<file path="src/rtl/npu_pkg.sv">
// Shared constants and the feeder FSM state encoding for the 3x3 systolic NPU.
package npu_pkg;

  localparam int NPU_LANES    = 3;
  localparam int NPU_DWIDTH   = 8;
  localparam int NPU_ROWCNT_W = 5;

  typedef enum logic [1:0] {
    ST_IDLE   = 2'd0,
    ST_STREAM = 2'd1,
    ST_DRAIN  = 2'd2
  } feed_state_e;

endpackage

</file>
<file path="src/rtl/npu_sync_fifo.sv">
// Generic single-clock show-ahead FIFO with occupancy output; writes while full are dropped.
// Read data is the head entry and is valid whenever empty_o is low.
module npu_sync_fifo #(
  parameter int WIDTH = 24,
  parameter int DEPTH = 16
) (
  input  logic                       clk_i,
  input  logic                       rst_i,
  input  logic                       wr_en_i,
  input  logic [WIDTH-1:0]           wr_data_i,
  input  logic                       rd_en_i,
  output logic [WIDTH-1:0]           rd_data_o,
  output logic                       full_o,
  output logic                       empty_o,
  output logic [$clog2(DEPTH):0]     level_o
);

  localparam int AW = $clog2(DEPTH);
  localparam int LW = AW + 1;

  logic [WIDTH-1:0] mem_q [DEPTH];
  logic [AW-1:0]    wr_ptr_q;
  logic [AW-1:0]    rd_ptr_q;
  logic [LW-1:0]    level_q;
  logic [LW-1:0]    level_d;
  logic             full_q;
  logic             empty_q;
  logic             do_wr;
  logic             do_rd;

  assign do_wr = wr_en_i && !full_q;
  assign do_rd = rd_en_i && !empty_q;

  always_comb begin
    level_d = level_q;
    if (do_wr && !do_rd) begin
      level_d = level_q + LW'(1);
    end else if (!do_wr && do_rd) begin
      level_d = level_q - LW'(1);
    end
  end

  // Flags are registered from the next level so they never glitch.
  always_ff @(posedge clk_i) begin
    if (rst_i) begin
      wr_ptr_q <= '0;
      rd_ptr_q <= '0;
      level_q  <= '0;
      full_q   <= 1'b0;
      empty_q  <= 1'b1;
    end else begin
      if (do_wr) begin
        wr_ptr_q <= wr_ptr_q + AW'(1);
      end
      if (do_rd) begin
        rd_ptr_q <= rd_ptr_q + AW'(1);
      end
      level_q <= level_d;
      full_q  <= (level_d == LW'(DEPTH));
      empty_q <= (level_d == '0);
    end
  end

  always_ff @(posedge clk_i) begin
    if (do_wr) begin
      mem_q[wr_ptr_q] <= wr_data_i;
    end
  end

  assign rd_data_o = mem_q[rd_ptr_q];
  assign full_o    = full_q;
  assign empty_o   = empty_q;
  assign level_o   = level_q;

endmodule

</file>
<file path="src/rtl/npu_skew_feeder.sv">
// Buffers activation rows and streams them diagonally skewed into the PE array, then drains with zero rows.
// Optional stall counter enabled by defining NPU_FEEDER_STALL_CNT_EN.
module npu_skew_feeder
  import npu_pkg::*;
#(
  parameter int LANES  = NPU_LANES,
  parameter int DWIDTH = NPU_DWIDTH,
  parameter int DEPTH  = 16,
  parameter int DRAIN  = 4
) (
  input  logic                      wb_clk_i,
  input  logic                      wb_rst_i,
  input  logic                      s_valid,
  output logic                      s_ready,
  input  logic [LANES*DWIDTH-1:0]   s_data,
  input  logic                      start,
  input  logic [NPU_ROWCNT_W-1:0]   row_count,
  output logic [LANES*DWIDTH-1:0]   lane_o,
  output logic                      en_o,
  output logic                      busy_o,
  output logic                      done_o,
  output logic [$clog2(DEPTH):0]    level_o,
  output logic [15:0]               stall_cnt_o
);

  localparam int RW  = LANES * DWIDTH;
  localparam int DRW = (DRAIN < 1) ? 1 : $clog2(DRAIN + 1);

  feed_state_e             state_q, state_d;
  logic [NPU_ROWCNT_W-1:0] rows_left_q, rows_left_d;
  logic [DRW-1:0]          drain_left_q, drain_left_d;
  logic                    en_q, done_q, busy_q, done_d;
  logic                    pop, advance, stall, clr_stall;
  logic                    fifo_full, fifo_empty;
  logic [RW-1:0]           fifo_rd_data;
  logic [RW-1:0]           feed_row;

  npu_sync_fifo #(
    .WIDTH (RW),
    .DEPTH (DEPTH)
  ) u_fifo (
    .clk_i     (wb_clk_i),
    .rst_i     (wb_rst_i),
    .wr_en_i   (s_valid),
    .wr_data_i (s_data),
    .rd_en_i   (pop),
    .rd_data_o (fifo_rd_data),
    .full_o    (fifo_full),
    .empty_o   (fifo_empty),
    .level_o   (level_o)
  );

  assign s_ready = !fifo_full;

  always_comb begin
    state_d      = state_q;
    rows_left_d  = rows_left_q;
    drain_left_d = drain_left_q;
    pop          = 1'b0;
    advance      = 1'b0;
    stall        = 1'b0;
    clr_stall    = 1'b0;
    done_d       = 1'b0;
    case (state_q)
      ST_IDLE: begin
        if (start) begin
          rows_left_d = row_count;
          clr_stall   = 1'b1;
          if (row_count != '0) begin
            state_d = ST_STREAM;
          end else begin
            state_d      = ST_DRAIN;
            drain_left_d = '0;
          end
        end
      end
      ST_STREAM: begin
        if (!fifo_empty) begin
          pop         = 1'b1;
          advance     = 1'b1;
          rows_left_d = rows_left_q - NPU_ROWCNT_W'(1);
          if (rows_left_q == NPU_ROWCNT_W'(1)) begin
            state_d      = ST_DRAIN;
            drain_left_d = DRW'(DRAIN);
          end
        end else begin
          stall = 1'b1;
        end
      end
      ST_DRAIN: begin
        // A zero drain count finishes without advancing (empty run).
        if (drain_left_q != '0) begin
          advance      = 1'b1;
          drain_left_d = drain_left_q - DRW'(1);
        end
        if (drain_left_q <= DRW'(1)) begin
          done_d  = 1'b1;
          state_d = ST_IDLE;
        end
      end
      default: begin
        state_d = ST_IDLE;
      end
    endcase
  end

  always_ff @(posedge wb_clk_i) begin
    if (wb_rst_i) begin
      state_q      <= ST_IDLE;
      rows_left_q  <= '0;
      drain_left_q <= '0;
      en_q         <= 1'b0;
      done_q       <= 1'b0;
      busy_q       <= 1'b0;
    end else begin
      state_q      <= state_d;
      rows_left_q  <= rows_left_d;
      drain_left_q <= drain_left_d;
      en_q         <= advance;
      done_q       <= done_d;
      busy_q       <= (state_d != ST_IDLE);
    end
  end

  assign en_o   = en_q;
  assign done_o = done_q;
  assign busy_o = busy_q;

  assign feed_row = pop ? fifo_rd_data : '0;

  // Lane k is a (k+1)-deep shift register; the last stage drives the array edge.
  for (genvar k = 0; k < LANES; k++) begin : g_lane
    logic [DWIDTH-1:0] sr_q [k+1];

    always_ff @(posedge wb_clk_i) begin
      if (wb_rst_i) begin
        for (int j = 0; j <= k; j++) begin
          sr_q[j] <= '0;
        end
      end else if (advance) begin
        sr_q[0] <= feed_row[k*DWIDTH +: DWIDTH];
        for (int j = 1; j <= k; j++) begin
          sr_q[j] <= sr_q[j-1];
        end
      end
    end

    assign lane_o[k*DWIDTH +: DWIDTH] = sr_q[k];
  end

`ifdef NPU_FEEDER_STALL_CNT_EN
  logic [15:0] stall_cnt_q;

  always_ff @(posedge wb_clk_i) begin
    if (wb_rst_i || clr_stall) begin
      stall_cnt_q <= '0;
    end else if (stall && (stall_cnt_q != 16'hFFFF)) begin
      stall_cnt_q <= stall_cnt_q + 16'd1;
    end
  end

  assign stall_cnt_o = stall_cnt_q;
`else
  logic unused_stall;
  assign unused_stall = stall ^ clr_stall;
  assign stall_cnt_o  = 16'd0;
`endif

endmodule

</file>
<file path="config.mk">
export PLATFORM = sky130hd
export DESIGN_NAME = npu_skew_feeder
export DESIGN_NICKNAME = d
export VERILOG_FILES = /design/src/rtl/npu_pkg.sv /design/src/rtl/npu_sync_fifo.sv /design/src/rtl/npu_skew_feeder.sv
export SDC_FILE = /design/constraint.sdc
export NUM_CORES = 1
export LEC_CHECK = 0
export CAP_MARGIN = 25
export CORE_ASPECT_RATIO = 2
export CORE_MARGIN = 2
export CORE_UTILIZATION = 58
export CTS_BUF_LIST = sky130_fd_sc_hd__clkbuf_4 sky130_fd_sc_hd__clkbuf_8 sky130_fd_sc_hd__clkbuf_16
export DETAILED_ROUTE_END_ITERATION = 10
export GPL_ROUTABILITY_DRIVEN = 0
export GPL_TIMING_DRIVEN = 0
export PLACE_DENSITY = 0.88
export SYNTH_ARGS = -nofsm -noshare
export SYNTH_HDL_FRONTEND = slang
export SYNTH_SLANG_ARGS = --single-unit
</file>
<file path="constraint.sdc">
create_clock -name wb_clk_i -period 9.6 [get_ports wb_clk_i]
set_clock_uncertainty 0.05 [all_clocks]
set_input_delay 2.88 -clock wb_clk_i [delete_from_list [all_inputs] [get_ports wb_clk_i]]
set_output_delay 2.88 -clock wb_clk_i [all_outputs]
set_load 0.05 [all_outputs]
</file>
==> results of run 1 <==
layout by cell type (no fill, tap or decap), types with 3 or more instances in the layout:
cell             netlist  layout
o21ai_0               12      12
nand2b_1               6       6
buf_16                 0       8
inv_6                  0       3
mux2i_1               26      26
xnor2_1                4       4
conb_1                 1      16
clkbuf_4               0       9
inv_1                 14      14
nor3b_1                3       3
o21a_1                 3       3
clkbuf_1              27      27
dfxtp_1               32      32
clkbuf_16              0      37
nor2_1                40      28
buf_2                 15      15
buf_6                  0       4
nor2b_1               27      27
buf_4                 36      41
a21oi_1                7       7
clkinv_2               0       5
mux4_2                96      96
ha_1                  16      16
xor2_1                 5       5
nand2_1               17      17
nor3_2                 0       4
clkinv_1               0       6
edfxtp_1             432     432
o211ai_1               4       4
a211oi_1              51      51
clkdlybuf4s50_1        0      65
nor2_4                 0      12
nand3_1                4       4
and2_1                25      25
per-stage QoR:
step | util [%] | worst slack, ns | power, mW
6_report | 68.2 | 4.09 | 4.08
5_1_grt | 68.2 | 3.92 | 4.17
4_1_cts | 68.1 | 4.11 | 4.09
3_5_place_dp | 64.5 | 3.56 | 2.65
3_3_place_gp | 63.1 | 1.80 | 2.63
2_1_floorplan | - | 3.94 | 2.54
registers in the layout, summed over array words and instances, names as in the netlist, named ones only:
register and cells:
rows_left_q 5, u_fifo.wr_ptr_q 4, drain_left_q 3, done_o 1
u_fifo.rd_ptr_q 4, u_fifo.empty_o 1, busy_o 1, en_o 1
u_fifo.full_o 1, g_lane.sr_q 48, u_fifo.mem_q 384, state_q 2
u_fifo.level_o 5
final cells by class:
type	instances	area share, %
Timing Repair Buffer	83	4.63
Tap cell	418	2.49
Inverter	14	0.250
Sequential cell	464	64.7
Buffer	80	2.16
Clock inverter	16	0.636
Clock buffer	46	4.72
Multi-Input combinational cell	396	20.4
cells by family (layout without fill, tap and decap cells):
logic type | after synthesis | in the layout | share of synthesized area, %
flops | 464 | 464 | 74.6
simple gates | 143 | 143 | 4.28
mux | 122 | 122 | 13.3
buf+inv | 94 | 239 | 2.78
compound gates | 90 | 90 | 3.49
fa+ha+maj | 16 | 16 | 1.10
xor+xnor | 9 | 9 | 0.432
other cells | 1 | 16 | 0.0206
where the power goes:
| part | switching, mW | internal [mW] | leakage [nW] |
|---|---|---|---|
| combinational | 0.204 | 0.138 | 1.92 |
| clock | 0.667 | 0.791 | 0.568 |
| sequential | 0.0234 | 2.25 | 4.23 |
| total | 0.894 | 3.18 | 6.71 |
routing by layer:
metal  track usage, %  vias up  routed length, um
li1                 -     3974                  -
met3             3.34      167               2760
met1             28.6     4829              13300
met4             16.1        0               2720
met5                0        -                  0
met2             46.6      613              22800
worst reg2reg max path: cells and delay by family (launching register included):
| family | cells | cell delay, ns |
|---|---|---|
| simple gates | 3 | 1.37 |
| buf+inv | 3 | 0.93 |
| flops | 1 | 0.32 |
path summary, 6_finish.rpt:
kind                                           start  slack (ns)                                  end
hold reg to reg   g_lane[1].sr_q[0][6]$_SDFFCE_PN0P_        0.46  g_lane[1].sr_q[0][14]$_SDFFCE_PN0P_
setup / recovery                             s_valid        4.09         u_fifo.mem_q[3][7]$_DFFE_PP_
hold / removal    g_lane[1].sr_q[0][6]$_SDFFCE_PN0P_        0.46  g_lane[1].sr_q[0][14]$_SDFFCE_PN0P_
setup reg to reg            u_fifo.full_o$_SDFF_PP0_        6.62         u_fifo.mem_q[3][7]$_DFFE_PP_
==> results.yml, run 1 <==
routing:
  wl_per_cell_um: 27.4
  post-route-drc-count: 0
  via_per_inst: 6.32
  initialDrtViolationCount: 868
  vias: 9583
  drt_pre_antenna_iters: 4
  ant_nets: 0
  postRouteWirelength_um: 41600
cts:
  holdBufCountCts: 0
  numCtsBuffers: 37
  clock_latency_ns: 0.53
  cts_setup_buffers: 0
  htree_levels: 2
  post_cts_resized: 0
  cts_tree: "done"
  clk_pin_slew_ns: 0.07
  clk_path_buf_depth: 3
  clock-sinks: 464
  root_buffer: "clkbuf_16"
finish:
  area_growth_pct: 15.3
  multi_input_area_um2: 4290
  drive_above_1_share_pct: 22.1
  finalNonFillerCells: 1517
  antenna_cells: 0
  fin_area_um2: 21000
  nFillCells: 1813
  finalNetCount: 1125
  regArea_um2: 13600
timing:
  setup_violations: 0
  fmaxAchievable_mhz: 181
  hold_ws_ns: 0.463
  maxSlewViolCount: 0
  final.min_clock_period_ns: 5.51
  worst_pin_slew_ns: 1.01
  tns_ns: 0
  slew_headroom_pct: 32.4
  post-route-period-util_pct: 57.4
  final_hold_viol_count: 0
  grt_setup_unrepaired: "no"
floorplan:
  die_y_um: 255
  core-area_um2: 30900
  initial_core_util_pct: 59.1
  die_area_um2: 33000
  die_w_um: 129
  pin_count: 82
  rows: 91
synth:
  synth_area_um2: 18200
  yosysWarnings: 0
  ys.flop_type: "edfxtp_1"
  postSynthAreaPerCell_um2: 19.4
  synth_edf_count: 432
  synth_cell_types: 47
  seq_area_frac_synth_pct: 74.6
  ys_seq_elements: 464
  synth_most_common_cell: "edfxtp_1"
  synthTopCellsByArea: "edfxtp_1 71%, mux4_2 12%, dfxtp_1 3.5%, a211oi_1 2.1%, buf_4 1.5%"
  yosys.area.top_type: "edfxtp_1"
  synth_common_cells: "432 x edfxtp_1, 96 x mux4_2, 51 x a211oi_1"
  synthArstFlopShare_pct: 0
  synth_top_area_share_pct: 71.1
  syn-instance-count: 939
worst_setup_path:
  worstPathMaxFanout: 10
  crit_family: "buffers and inverters"
  cp.buffers_inverters: 4
  start_kind: "input port"
  path_cells: "clkdlybuf4s50_1, nor2b_1, buf_1, nand2_1, nor3_2, buf_4, buf_4"
  cp.arrival_ns: 5.69
  critical_path_depth: 7
  cp_slowest_cell: "nor3_2"
  critPathKind: "input port to flip-flop"
  cp.required_ns: 9.78
  cp-end-kind: "flip-flop"
  r2r_cells: 6
  crit_top_cell: "buf_4"
  slowest_delay_ns: 0.84
global_route:
  antenna_found_initial: 0
  grt_usage_pct: 25.8
  grt_pass1_vias: 9932
  grt_max_degree: 31
  overflow: 0
  grt_pass1_wl_um: 60700
placed_design:
  hpwl_um: 25800
  dpl-instance-area_um2: 19900
  port-buffer-count: 65
  dpl.cell_count: 1454
pwr:
  power_density_nw_per_um2: 194
  leakagePower_nw: 6.71
  ir_drop_mv: 0.144
flow_run:
  drv_cap: 0
min_path:
  hp-class: "flip-flop to flip-flop"
  whs_path_depth: 1
outcome:
  status: "complete, no violations"
(Power assumes the default switching activity.)
==> run 2, diff against run 1 <==
Clock period 9.6 ns to 5.25 ns, I/O delays scaled along.
==> results of run 2 <==
Same layout as run 1 (identical final DEF). Status: complete, no violations.
Main changes from that run: setup slack after placement 3.56 ns -> 0.519 ns; setup slack after layout 4.09 ns -> 1.04 ns; register-to-register setup slack 6.62 ns -> 2.27 ns; total power 4.08 mW -> 7.45 mW; worst IR drop on VDD 0.144 mV -> 0.263 mV
==> run 3, diff against run 2 <==
Clock period 5.25 ns to 4.4 ns, I/O delays scaled along.
==> results of run 3 <==
Same layout as run 1 (identical final DEF). Status: complete, no violations.
Main changes from that run: setup slack after placement 3.56 ns -> -0.0758 ns; setup slack after layout 4.09 ns -> 0.449 ns; register-to-register setup slack 6.62 ns -> 1.42 ns; total power 4.08 mW -> 8.89 mW; worst IR drop on VDD 0.144 mV -> 0.314 mV
==> RTL edit: new RTL, flow settings as in run 3 <==
The package constant `NPU_DWIDTH` goes from 8 to 10.
--- a/src/rtl/npu_pkg.sv
+++ b/src/rtl/npu_pkg.sv
@@ -2,7 +2,7 @@
 package npu_pkg;
 
   localparam int NPU_LANES    = 3;
-  localparam int NPU_DWIDTH   = 8;
+  localparam int NPU_DWIDTH   = 10;
   localparam int NPU_ROWCNT_W = 5;
 
   typedef enum logic [1:0] {
Interface: changed (resized lane_o and s_data); port bits go from 82 to 94. No check against the original RTL was run, so the function may have changed too.
==> RTL edit against run 3 <==
- die area up 22%
- sequential cell count increased by 108
- count of clock-buffer cells in the layout rose by 1
- wire length increased by 25%
- power rose by 28%
- highest routed layer is now met5
- utilization hardly changed
- critical endpoint is now u_fifo.mem_q[2][25]
- design area increased by 23%
- sequential power rose by 24%
- worst setup slack better by 0.33 ns
- area after synthesis rose by 22%
- maximum frequency rose by 9.1%
==> RTL edit: results (changes against run 3) <==
| Metric | Value |
|---|---|
| Outcome | finished clean |
| Routed wire length | 52,100 microns (+25%) |
| Commonest cells in the netlist | edfxtp_1, mux4_2, a211oi_1 |
| Drt pass-1 iters | 7 (+3) |
| Seq/Total Area, Yosys | 0.754 (+0.00813) |
| Vias per inst | 6.45 (+2.1%) |
| CP max stage delay | 0.67 ns (-0.17 ns) |
| Largest net degree at the start of global routing | 40 (+29%) |
| Clk power | 0.00425 W (+34%) |
| Max-slew headroom | 0.292 (-0.0319) |
| Reg2Reg Capture Point | g_lane[0].sr_q[0][8] |
| Initial antenna violation count | 1 (+1) |
| # clock sinks | 572 (+23%) |
| DP Worst Slack | 0.298 ns (+0.374 ns) |
| Worst Path Max Fanout | 11 (+1) |
| Syn Inst Count | 1,113 (+19%) |
| P_int | 0.00885 W (+28%) |
| Port bufs | 77 (+18%) |
| Placed Area | 0.0244 sq mm (+23%) |
| VDD IR max | 0.000308 V (-2.0%) |
| Placed Cells | 1,741 (+20%) |
| Power Sequential | 0.00614 W (+24%) |
| Post-synthesis cell type count | 56 (+19%) |
| Num CTS Buffers | 44 (+19%) |
| Synth top area cells | edfxtp_1, mux4_2, dfxtp_1 |
| Crit path to | u_fifo.mem_q[2][25] |
| DR iter-0 viols | 1,533 (+77%) |
| R2R Setup Slk | 1.44 ns (+0.02 ns) |
| R2r worst-path depth | 5 (-1) |
| GRT Overall Usage | 0.268 (+0.0101) |
| Setup ws final | 0.779 ns (+0.330 ns) |
| DP Wirelength | 32,300 microns (+25%) |
| Power per cell area | 439 mW/mm^2 (+3.8%) |
| Clk Latency, worst-skew pair | 0.57 ns (+0.04 ns) |
RTL edit: changes by cell type after synthesis, moves of 6 or more:
cell / change
edfxtp_1: +108
mux4_2: +24
a211oi_1: +10
mux2i_1: +7
clkbuf_1: +7
buf_4: +8
nor2b_1: +6
RTL edit: logic make-up after synthesis:
group | Yosys count | synth area share
other cells | 1 | 0.000168
fa+ha+maj | 16 | 0.00896
flops | 572 | 0.754
xor+xnor | 9 | 0.00353
buf+inv | 108 | 0.0269
compound gates | 101 | 0.0334
simple gates | 153 | 0.0370
mux | 153 | 0.136
RTL edit: per-layer routing:
metal	vias up	global-route usage	wire length (microns)
li1	4759	-	-
met1	5982	0.313	16900
met2	820	0.482	28500
met3	177	0.0380	3830
met4	2	0.137	2810
met5	-	0	13
RTL edit: cell type report:
cell class | instances | area, sq um
flip-flops and latches | 572 | 16900
fillers | 2199 | 12100
multi-input cells | 448 | 5080
repair buffers | 98 | 1210
clock buffers | 47 | 1140
well taps | 515 | 644
plain buffers | 94 | 549
clock inverters | 32 | 385
inverters | 14 | 52.6
RTL edit: worst reg2reg max path, stage by stage (launching register included):
cell,delay (ns)
dfxtp_1,0.41
buf_2,0.31
buf_1,0.54
clkbuf_1,0.59
a211oi_1,0.29
a211oi_1,0.52
RTL edit: worst min path at each step:
stage                              start               endpoint  slack (ns)  cells after the start
floorplan                drain_left_q[2]                 done_o        0.40                      1
global placement         drain_left_q[2]                 done_o        0.44                      1
detailed placement  g_lane[1].sr_q[0][3]  g_lane[1].sr_q[0][13]        0.45                      1
CTS                 g_lane[1].sr_q[0][3]  g_lane[1].sr_q[0][13]        0.46                      1
global route        g_lane[1].sr_q[0][5]  g_lane[1].sr_q[0][15]        0.49                      1
finish              g_lane[1].sr_q[0][3]  g_lane[1].sr_q[0][13]        0.47                      1
